$ cat src/rtl/counter_sweep_ctrl.sv
// Drives an 8-bit up/down counter through lo->hi->lo triangle sweeps for a programmed repetition count.
// Commands are accepted only in IDLE; abort returns to IDLE on the next edge.
module counter_sweep_ctrl #(
  parameter int WIDTH = 8,
  parameter int REP_W = 4
) (
  input  logic             clk,
  input  logic             reset,
  input  logic             cmd_valid,
  output logic             cmd_ready,
  input  logic [WIDTH-1:0] cmd_lo,
  input  logic [WIDTH-1:0] cmd_hi,
  input  logic [REP_W-1:0] cmd_reps,
  input  logic             abort,
  input  logic [WIDTH-1:0] count,
  output logic             cnt_enable,
  output logic             cnt_up_down,
  output logic             cnt_preload,
  output logic [WIDTH-1:0] cnt_data,
  output logic             busy,
  output logic             done,
  output logic             err,
  output logic [REP_W-1:0] sweeps_left
);

  typedef enum logic [2:0] {S_IDLE, S_LOAD, S_UP, S_DOWN, S_DONE} state_t;

  localparam logic [WIDTH-1:0] VAL_ONE = WIDTH'(1);
  localparam logic [REP_W-1:0] REP_ONE = REP_W'(1);

  state_t           state_q, state_d;
  logic [WIDTH-1:0] lo_q, lo_d, hi_q, hi_d;
  logic [REP_W-1:0] reps_q, reps_d, sweeps_q, sweeps_d;
  logic             en_q, en_d, ud_q, ud_d, pre_q, pre_d;
  logic             busy_q, busy_d, done_q, done_d, err_q, err_d;

  always_ff @(posedge clk or posedge reset) begin
    if (reset) begin
      state_q  <= S_IDLE;
      lo_q     <= '0;
      hi_q     <= '0;
      reps_q   <= '0;
      sweeps_q <= '0;
      en_q     <= 1'b0;
      ud_q     <= 1'b0;
      pre_q    <= 1'b0;
      busy_q   <= 1'b0;
      done_q   <= 1'b0;
      err_q    <= 1'b0;
    end else begin
      state_q  <= state_d;
      lo_q     <= lo_d;
      hi_q     <= hi_d;
      reps_q   <= reps_d;
      sweeps_q <= sweeps_d;
      en_q     <= en_d;
      ud_q     <= ud_d;
      pre_q    <= pre_d;
      busy_q   <= busy_d;
      done_q   <= done_d;
      err_q    <= err_d;
    end
  end

  always_comb begin
    state_d  = state_q;
    lo_d     = lo_q;
    hi_d     = hi_q;
    reps_d   = reps_q;
    sweeps_d = sweeps_q;
    en_d     = en_q;
    ud_d     = ud_q;
    pre_d    = pre_q;
    err_d    = 1'b0;
    case (state_q)
      S_IDLE: begin
        en_d  = 1'b0;
        pre_d = 1'b0;
        if (cmd_valid) begin
          if (cmd_lo < cmd_hi) begin
            lo_d     = cmd_lo;
            hi_d     = cmd_hi;
            reps_d   = cmd_reps;
            sweeps_d = cmd_reps;
            pre_d    = 1'b1;
            en_d     = 1'b1;
            state_d  = S_LOAD;
          end else begin
            err_d = 1'b1;
          end
        end
      end
      S_LOAD: begin
        pre_d   = 1'b0;
        ud_d    = 1'b1;
        en_d    = 1'b1;
        state_d = S_UP;
      end
      // Turn one step early: the counter lands on the bound on the same edge.
      S_UP: begin
        if (count >= hi_q - VAL_ONE) begin
          ud_d    = 1'b0;
          state_d = S_DOWN;
        end
      end
      S_DOWN: begin
        if (count <= lo_q + VAL_ONE) begin
          if (reps_q == '0) begin
            ud_d    = 1'b1;
            state_d = S_UP;
          end else if (sweeps_q == REP_ONE) begin
            en_d     = 1'b0;
            sweeps_d = '0;
            state_d  = S_DONE;
          end else begin
            sweeps_d = sweeps_q - REP_ONE;
            ud_d     = 1'b1;
            state_d  = S_UP;
          end
        end
      end
      S_DONE: begin
        en_d    = 1'b0;
        state_d = S_IDLE;
      end
      default: state_d = S_IDLE;
    endcase
    if (abort && (state_q == S_LOAD || state_q == S_UP || state_q == S_DOWN)) begin
      en_d     = 1'b0;
      pre_d    = 1'b0;
      sweeps_d = sweeps_q;
      state_d  = S_IDLE;
    end
    busy_d = (state_d != S_IDLE);
    done_d = (state_d == S_DONE);
  end

  always_comb begin
    cmd_ready   = (state_q == S_IDLE);
    cnt_enable  = en_q;
    cnt_up_down = ud_q;
    cnt_preload = pre_q;
    cnt_data    = lo_q;
    busy        = busy_q;
    done        = done_q;
    err         = err_q;
    sweeps_left = sweeps_q;
  end

endmodule

$ cat config.mk
export PLATFORM = sky130hd
export DESIGN_NAME = counter_sweep_ctrl
export DESIGN_NICKNAME = d
export VERILOG_FILES = /design/src/rtl/counter_sweep_ctrl.sv
export SDC_FILE = /design/constraint.sdc
export NUM_CORES = 1
export LEC_CHECK = 0
export BUFFER_PORTS_ARGS = -buffer_cell sky130_fd_sc_hd__buf_2
export CORE_UTILIZATION = 59
export CTS_CLUSTER_SIZE = 20
export DETAILED_ROUTE_END_ITERATION = 12
export PLACE_DENSITY = 0.9
export SLEW_MARGIN = 40
export SYNTH_ARGS = -nofsm -noshare
export SYNTH_HDL_FRONTEND = slang
export SYNTH_SLANG_ARGS = --single-unit
$ cat constraint.sdc
create_clock -name clk -period 7.9 [get_ports clk]
set_clock_uncertainty 0.05 [all_clocks]
set_input_delay 1.58 -clock clk [delete_from_list [all_inputs] [get_ports clk]]
set_output_delay 1.58 -clock clk [all_outputs]
set_load 0.05 [all_outputs]
==> out/summary.txt, run 1 <==
Hold Slack = 461 ps
row count = 22
Crit Reg-Reg Startpoint = cnt_data[0]$_DFFE_PP0P_
WL final = 4980 um
top cells by area, synth = dfrtp_1 35%, ha_1 14%, mux2_4 11%, inv_1 2.9%, xnor2_1 2.6%
Initial Util = 0.627
clk_lat worst skew = 300 ps
setup bufs post-CTS = 0
hold crit path type = reg2reg
CTS sink cnt = 33
CP max stage cell = nand3_2
DRT antenna net count = 0
EDFF count, synth = 0
crit path DAT = 3710 ps
# setup viols final = 0
CP Buf/Inv Count = 1
gr usage total = 0.272
power density over the cells = 423 nW/um^2
port bufs = 50
CP Max Fanout = 23
hold path startpoint = cnt_enable$_DFFE_PP0P_
largest net degree at the start of global routing = 34
Post-Syn Area = 2330 um^2
vias post-DR = 1843
initial DRC count = 109
Slew @ Worst Pin = 706 ps
Yosys top cell by area = dfrtp_1
sequential share of the synthesized area = 0.354
Cells after Synth = 223
CTS clk-pin slew, worst paths = 70 ps
grt ovf = 0
die span in x = 64.9 um
top post-synthesis cells by count = 33 x dfrtp_1, 27 x ha_1, 18 x inv_1
syn avg cell area = 10.5 um^2
Setup TNS = 0 ps
ys async rst share = 1.00
CP startpoint = cmd_lo[2]
top-count cell post-synth = dfrtp_1
crit-path cells = buf_2 > ha_1 > a211oi_2 > o21ai_1 > a21oi_2 > nand3_2 > mux2_4
unrepaired setup endpoints after global routing = no
num ports = 51
Synth top area share = 0.354
CTS root buffer = clkbuf_8
routed vias/inst = 5.67
Slew HR = 0.529
layout cells sized above 1 = 0.325
fin util = 0.733
total CTS buffers = 5
Crit. End Element = register
flops & latches, synth = 33
CTS resizes = 0
first-pass GRT wire length = 8530 um
Reg area = 826 um^2
Period Utilization, post-route = 0.455
TritonCTS clock tree = done
final hold viol count = 0
H-tree Lvls = 2
post-DR wirelength/cell = 15.3 um
area grow syn2layout = 16.8%
Pre-Repair DR Iteration Count = 4
detailed-route DRC error count = 0
CP Class = in2reg
Core Box Area = 3720 um^2
fin nets = 335
Die ar. = 4210 um^2
CP required = 8020 ps
crit start category = input pin
hold buffers post-CTS = 0
Worst path top cell family by delay = simple AND/OR/NAND/NOR gates
number of global-route vias before repair = 1818
Peak VDD IR = 374 uV
Clock Path Buffers = 2
fin crit period = 3590 ps
# fillers = 267
ANT cells = 0
Pleak = 1.39 nW
Post-Syn Nets = 282
Final HPWL DP = 3960 um
multi-input logic area = 1400 um^2
Fmax = 278 MHz
status = complete, no violations
largest stage delay on the critical path = 590 ps
initial antenna violation count = 0
yosys warns = 0
die height = 64.9 um
dominant synthesized flop cell = dfrtp_1
Final GP Congestion = 0.827
total of max-cap violations = 0
unique cell type count in the Yosys netlist = 46
Max Slew Vio Count = 0
-- where the power goes --
part	switching [mW]	internal (mW)
clock	0.0619	0.103
sequential	0.0851	0.245
combinational	0.391	0.267
total	0.538	0.614
-- stage by stage --
| stage | total power, mW | instance area (um^2) | setup WS [ps] | cells |
|---|---|---|---|---|
| after global placement | 0.955 | 2610 | 4070 | 317 |
| after detailed placement | 0.986 | 2610 | 3990 | 317 |
| after floorplan | 0.842 | 2330 | 4670 | 223 |
| final | 1.15 | 2720 | 4310 | 325 |
| after CTS | 1.15 | 2720 | 4290 | 325 |
| after global routing | 1.23 | 2720 | 4170 | 325 |
-- cell usage in the layout (no fill, tap or decap), types with 7 or more instances in the layout --
cell / instances
nor3_1: 8
xnor2_1: 7
inv_1: 18
mux2_4: 17
a21oi_1: 8
dfrtp_1: 33
buf_2: 50
ha_1: 27
nor2_1: 16
nand2_1: 15
-- cell families after synthesis --
| family | after synthesis | synth area share |
|---|---|---|
| xor gates and xnor gates | 12 | 0.0451 |
| AOI/OAI and AO/OA | 37 | 0.110 |
| adders and majority gates | 27 | 0.145 |
| buffers and inverters | 23 | 0.0472 |
| DFF | 33 | 0.354 |
| muxes | 23 | 0.137 |
| and+or+nand+nor | 68 | 0.162 |
-- layout make-up --
cell class	instances	area share
Multi-Input combinational cell	167	0.512
Sequential cell	33	0.303
Timing Repair Buffer	51	0.0947
Clock buffer	7	0.0317
Inverter	18	0.0248
Tap cell	48	0.0221
Clock inverter	1	0.0110
-- sequential cells by signal (all words and copies together) (netlist names) --
signal and flops:
cnt_up_down 1, busy 1, state_q 3, err 1, done 1, sweeps_left 4
cnt_enable 1, hi_q 8, cnt_preload 1, reps_q 4, cnt_data 8
-- metal layers --
layer,vias to the layer above,GRT usage,share of wire
met2,54,0.454,0.49
li1,900,-,-
met3,8,0.0528,0.050
met5,-,0,0
met1,881,0.346,0.44
met4,0,0.0972,0.016
-- worst paths after layout --
kind | cells past startpoint | end | slack, ps
max reg2reg | 11 | sweeps_left[0]$_DFFE_PP0P_ | 4880
max in group asynchronous | 3 | cnt_data[7]$_DFFE_PP0P_ | 6190
min | 1 | cnt_enable$_DFFE_PP0P_ | 460
max | 7 | cnt_data[7]$_DFFE_PP0P_ | 4310
min in group asynchronous | 3 | err$_DFF_PP0_ | 1310
min reg2reg | 1 | cnt_enable$_DFFE_PP0P_ | 460
(Power assumes the default switching activity.)
==> run 2, diff against run 1 <==
Settings changed: CORE_UTILIZATION 59 to 55, PLACE_DENSITY 0.9 to 0.85.
Clock period 7.9 ns to 3.45 ns, I/O delays scaled along.
==> run 2 against run 1 <==
Compared with the run above:
- first-iteration DRC count is 19% lower
- setup slack worse by 3800 ps
- final area is 0.37% higher
- clock-buffer cell count stayed put
- register-to-register slack worse by 4400 ps
- flip-flop and latch count stayed put
- die area is 7.0% higher
- total power is 130% higher
- largest cell class unchanged
- sequential power is 130% higher
- non-clock buffer count is 1 higher
==> out/summary.txt, run 2 (synthesis gave the netlist of run 1 again) <==
clk_lat worst skew = 290 ps (was 300 ps)
fin nets = 336 (was 335)
detailed-route DRC error count = 0 (unchanged)
Die ar. = 4500 um^2 (was 4210 um^2)
CTS root buffer = clkbuf_8 (unchanged)
routed vias/inst = 5.77 (was 5.67)
DRT antenna net count = 0 (unchanged)
most frequent cells in the layout = 50 x buf_2, 33 x dfrtp_1, 27 x ha_1, 18 x inv_1, 17 x mux2_4 (unchanged)
Slew HR = 0.691 (was 0.529)
setup bufs post-CTS = 0 (unchanged)
Crit. End Element = register (unchanged)
grt ovf = 0 (unchanged)
H-tree Lvls = 2 (unchanged)
Peak VDD IR = 509 uV (was 374 uV)
initial DRC count = 88 (was 109)
unrepaired setup endpoints after global routing = no (unchanged)
Final HPWL DP = 4140 um (was 3960 um)
Clock Path Buffers = 2 (unchanged)
Fmax = 338 MHz
CP required = 3580 ps (was 8020 ps)
global routing's busiest layer = met2 (unchanged)
post-DR wirelength/cell = 16.3 um (was 15.3 um)
CTS clk-pin slew, worst paths = 70 ps (about the same)
Core Box Area = 4030 um^2 (was 3720 um^2)
crit start category = register (was input pin)
gr usage total = 0.266 (was 0.272)
CTS sink cnt = 33 (unchanged)
commonest non-fill, non-tap cell in the layout = buf_2 (unchanged)
status = complete, no violations (unchanged)
Max Slew Vio Count = 0 (unchanged)
CTS resizes = 0 (unchanged)
port bufs = 50 (unchanged)
Final GP Congestion = 0.854 (was 0.827)
die span in x = 67.1 um (was 64.9 um)
row count = 23 (was 22)
number of global-route vias before repair = 1868 (was 1818)
num ports = 51 (unchanged)
Slew @ Worst Pin = 459 ps (was 706 ps)
Setup TNS = 0 ps (unchanged)
met1 Use GR = 0.333 (was 0.346)
WL final = 5350 um (was 4980 um)
die height = 67.1 um (was 64.9 um)
ANT cells = 0 (unchanged)
fin crit period = 2960 ps
Pre-Repair DR Iteration Count = 5 (was 4)
total of max-cap violations = 0 (unchanged)
largest net degree at the start of global routing = 34 (unchanged)
TritonCTS clock tree = done (unchanged)
total CTS buffers = 5 (unchanged)
crit path DAT = 3090 ps (was 3710 ps)
CP startpoint = cnt_data[0]$_DFFE_PP0P_ (was cmd_lo[2])
power density over the cells = 975 nW/um^2 (was 423 nW/um^2)
met3 Use GR = 0.0428 (was 0.0528)
CP Max Fanout = 6 (was 23)
hold buffers post-CTS = 0 (unchanged)
first-pass GRT wire length = 8680 um (was 8530 um)
Pleak = 1.40 nW (was 1.39 nW)
final hold viol count = 0 (unchanged)
layout cells sized above 1 = 0.327 (was 0.325)
Hold Slack = 429 ps (was 461 ps)
CP Class = reg2reg (was in2reg)
initial antenna violation count = 0 (unchanged)
Crit Reg-Reg Startpoint = cnt_data[0]$_DFFE_PP0P_ (unchanged)
vias post-DR = 1894 (was 1843)
hold crit path type = in2async (was reg2reg)
area grow syn2layout = 17.2% (was 16.8%)
Period Utilization, post-route = 0.858
met2 usage = 0.450 (was 0.454)
# setup viols final = 0 (unchanged)
Initial Util = 0.579 (was 0.627)
## run 2: cell types whose count changed in the layout (fill, tap and decap cells not counted)
cell | previous run | this run
buf_4 | 1 | 2
## run 2: worst paths after layout
kind | end | slack (ps) | cells after the start
setup / recovery | sweeps_left[0]$_DFFE_PP0P_ | 490 | 11
max in group asynchronous | cnt_data[7]$_DFFE_PP0P_ | 2620 | 3
hold / removal | hi_q[0]$_DFFE_PP0P_ | 430 | 3
min in group clk | cnt_preload$_DFFE_PP0P_ | 470 | 2
setup reg to reg | sweeps_left[0]$_DFFE_PP0P_ | 490 | 11
hold reg to reg | cnt_preload$_DFFE_PP0P_ | 470 | 2
## run 2: metal layers
metal,part of all wire,wire length (um)
met5,0,0
met4,0.019,103
met3,0.054,288
met2,0.51,2710
met1,0.42,2240
## run 2: critical path: stages, from the launching register on
cell     delay (ps)
dfrtp_1         440
and3_1          200
nand3_1         110
or2_2           330
xor2_1          150
ha_1            300
o21ai_0          90
nor2_1          280
o31ai_2         130
nor3_2          370
nor2_4           90
mux2_4          300
## run 2: area by class of cell
type	count	area, um^2
well taps	50	62.6
multi-input cells	167	1400
flip-flops and latches	33	826
repair buffers	52	265
clock buffers	7	86.3
inverters	18	67.6
clock inverters	1	30.0
fillers	320	1300
## run 2: power breakdown
group | switching (mW) | internal (mW) | total [mW]
clock | 0.138 | 0.235 | 0.373
sequential | 0.195 | 0.561 | 0.755
combinational | 0.918 | 0.618 | 1.54
total | 1.25 | 1.41 | 2.66
## run 2: per-stage QoR
| stage | power (mW) | cell area (um^2) | instances | utilization | setup slack (ps) |
|---|---|---|---|---|---|
| final | 2.66 | 2730 | 328 | 0.678 | 488 |
| after global placement | 2.18 | 2620 | 320 | 0.649 | 736 |
| after detailed placement | 2.26 | 2620 | 320 | 0.649 | 570 |
| after floorplan | 1.93 | 2330 | 223 | - | 440 |
| after global routing | 2.83 | 2730 | 328 | 0.678 | 354 |
| after CTS | 2.66 | 2730 | 328 | 0.678 | 517 |
==> run 3, diff against run 2 <==
Settings changed: ABC_AREA set to 1, PLACE_DENSITY 0.85 to 0.84.
==> run 3 against run 2 <==
Compared with the run above:
- cell count is 26% higher
- synthesized area up 6.6%
- core utilization is 1.5 points lower
- final area increased by 5.7%
- global-route usage is 3.1 points lower
- routed wire length fell by 4.3%
- largest power group unchanged
==> out/summary.txt, run 3 <==
first-pass GRT wire length = 9090 um (was 8680 um)
flops & latches, synth = 33 (unchanged)
hold buffers post-CTS = 0 (unchanged)
CTS clk-pin slew, worst paths = 70 ps (about the same)
gr usage total = 0.236 (was 0.266)
Post-Syn Area = 2480 um^2 (was 2330 um^2)
row count = 24 (was 23)
fin nets = 420 (was 336)
crit path DAT = 2670 ps (was 3090 ps)
status = complete, no violations (unchanged)
port bufs = 50 (unchanged)
CP Max Fanout = 8 (was 6)
Fmax = 393 MHz (was 338 MHz)
syn avg cell area = 8.07 um^2 (was 10.5 um^2)
Crit. End Element = register (unchanged)
top post-synthesis cells by count = 73 x nand2_1, 54 x inv_1, 33 x dfrtp_1 (was 33 x dfrtp_1, 27 x ha_1, 18 x inv_1)
unrepaired setup endpoints after global routing = no (unchanged)
Post-Syn Nets = 367 (was 282)
Synth top area share = 0.332 (was 0.354)
power density over the cells = 929 nW/um^2 (was 975 nW/um^2)
fin crit period = 2550 ps (was 2960 ps)
multi-input logic area = 1390 um^2 (was 1400 um^2)
fin util = 0.664 (was 0.678)
Core Box Area = 4350 um^2 (was 4030 um^2)
top-count cell post-synth = nand2_1 (was dfrtp_1)
CTS root buffer = clkbuf_8 (unchanged)
Yosys top cell by area = dfrtp_1 (unchanged)
commonest non-fill, non-tap cell in the layout = nand2_1 (was buf_2)
TritonCTS clock tree = done (unchanged)
largest net degree at the start of global routing = 43 (was 34)
# setup viols final = 0 (unchanged)
sequential share of the synthesized area = 0.332 (was 0.354)
unique cell type count in the Yosys netlist = 32 (was 46)
setup bufs post-CTS = 0 (unchanged)
Worst path top cell family by delay = simple AND/OR/NAND/NOR gates (unchanged)
layout cells sized above 1 = 0.268 (was 0.327)
number of global-route vias before repair = 2069 (was 1868)
die span in x = 69.2 um (was 67.1 um)
Clock Path Buffers = 2 (unchanged)
Slew HR = 0.541 (was 0.691)
final hold viol count = 0 (unchanged)
total of max-cap violations = 0 (unchanged)
H-tree Lvls = 2 (unchanged)
Period Utilization, post-route = 0.738 (was 0.858)
Hold Slack = 436 ps (was 429 ps)
detailed-route DRC error count = 0 (unchanged)
Max Slew Vio Count = 0 (unchanged)
top cells by area, synth = dfrtp_1 33%, ha_1 14%, nand2_1 11%, inv_1 8.2%, o21ai_2 6.0% (was dfrtp_1 35%, ha_1 14%, mux2_4 11%, inv_1 2.9%, xnor2_1 2.6%)
Final GP Congestion = 0.801 (was 0.854)
Setup TNS = 0 ps (unchanged)
ANT cells = 0 (unchanged)
Pre-Repair DR Iteration Count = 4 (was 5)
post-DR wirelength/cell = 12.4 um (was 16.3 um)
routed vias/inst = 5.02 (was 5.77)
Pleak = 1.62 nW (was 1.40 nW)
die height = 69.2 um (was 67.1 um)
most frequent cells in the layout = 73 x nand2_1, 54 x inv_1, 50 x buf_2, 33 x dfrtp_1, 27 x ha_1 (was 50 x buf_2, 33 x dfrtp_1, 27 x ha_1, 18 x inv_1, 17 x mux2_4)
initial DRC count = 81 (was 88)
area grow syn2layout = 16.3% (was 17.2%)
CP required = 3580 ps (about the same)
CTS resizes = 0 (unchanged)
Die ar. = 4790 um^2 (was 4500 um^2)
total CTS buffers = 5 (unchanged)
num ports = 51 (unchanged)
crit start category = register (unchanged)
# fillers = 336 (was 320)
Slew @ Worst Pin = 687 ps (was 459 ps)
EDFF count, synth = 0 (unchanged)
yosys warns = 0 (unchanged)
grt ovf = 0 (unchanged)
ys async rst share = 1.00 (unchanged)
Initial Util = 0.571 (was 0.579)
DRT antenna net count = 0 (unchanged)
hold crit path type = in2async (unchanged)
Peak VDD IR = 457 uV (was 509 uV)
CTS sink cnt = 33 (unchanged)
largest stage delay on the critical path = 450 ps (was 440 ps)
reg-to-reg slack, setup = 900 ps (was 490 ps)
WL final = 5120 um (was 5350 um)
initial antenna violation count = 0 (unchanged)
Cells after Synth = 308 (was 223)
dominant synthesized flop cell = dfrtp_1 (unchanged)
CP Class = reg2reg (unchanged)
crit-path cells = nand4_1 > or2_2 > nor2_1 > xor2_1 > inv_1 > ha_1 > nand2_1 > nor2_1 > nand4_1 > nand3_2 > nand3_4 > nand2_1 > o21ai_1 (was and3_1 > nand3_1 > or2_2 > xor2_1 > ha_1 > o21ai_0 > nor2_1 > o31ai_2 > nor3_2 > nor2_4 > mux2_4)
Final HPWL DP = 4060 um (was 4140 um)
vias post-DR = 2078 (was 1894)
clk_lat worst skew = 290 ps (about the same)
CP max stage cell = dfrtp_1 (unchanged)
CP Buf/Inv Count = 1 (was 0)
Reg area = 826 um^2 (unchanged)
run 3: cell count changes after synthesis, moves of 16 or more:
cell	previous run	this run
mux2_4	17	0
nand2_1	15	73
inv_1	18	54
o21ai_2	1	17
run 3: power breakdown:
part	switching [mW]	internal [mW]
logic	1.02	0.512
registers	0.165	0.555
clock network	0.144	0.287
total	1.33	1.35
run 3: final timing paths:
path | end | start | cells after the start
setup reg to reg | sweeps_left[2]$_DFFE_PP0P_ | cnt_data[3]$_DFFE_PP0P_ | 13
hold / removal | cnt_data[3]$_DFFE_PP0P_ | reset | 3
hold reg to reg | reps_q[1]$_DFFE_PP0P_ | reps_q[1]$_DFFE_PP0P_ | 2
setup / recovery | sweeps_left[2]$_DFFE_PP0P_ | cnt_data[3]$_DFFE_PP0P_ | 13
min in group clk | reps_q[1]$_DFFE_PP0P_ | reps_q[1]$_DFFE_PP0P_ | 2
max in group asynchronous | reps_q[1]$_DFFE_PP0P_ | reset | 3
run 3: worst min-delay path: stages:
cell   delay [ps]
buf_2          90
inv_1          40
buf_4         370
run 3: through the flow:
stage / cells / area [um^2] / power (mW) / setup WS [ps]
finish: 414 / 2890 / 2.68 / 905
global route: 414 / 2890 / 2.91 / 671
CTS: 414 / 2890 / 2.70 / 879
detailed placement: 406 / 2760 / 2.25 / 826
global placement: 406 / 2760 / 2.19 / 892
floorplan: 308 / 2480 / 1.94 / 876
run 3: cell type report:
| class | instances | area share |
|---|---|---|
| multi-input combinational | 212 | 0.481 |
| sequential | 33 | 0.286 |
| timing repair buffer | 51 | 0.0892 |
| inverter | 58 | 0.0754 |
| clock buffer | 5 | 0.0238 |
| clock inverter | 3 | 0.0225 |
| tap | 52 | 0.0225 |
run 3: cells by family (layout without fill, tap and decap cells):
family / after synthesis / after routing / share of synthesized area
DFF: 33 / 33 / 0.332
xor gates and xnor gates: 13 / 13 / 0.0458
buffers and inverters: 63 / 117 / 0.109
adders and majority gates: 27 / 27 / 0.136
AOI/OAI and AO/OA: 46 / 46 / 0.130
muxes: 1 / 1 / 0.00403
and+or+nand+nor: 125 / 125 / 0.243
run 3: metal layers:
layer  share of wire  global-route usage  wire (um)
met2            0.49               0.383       2490
met3           0.036              0.0494        185
met5               0                   0          0
met4           0.023              0.0862        118
met1            0.45               0.311       2320
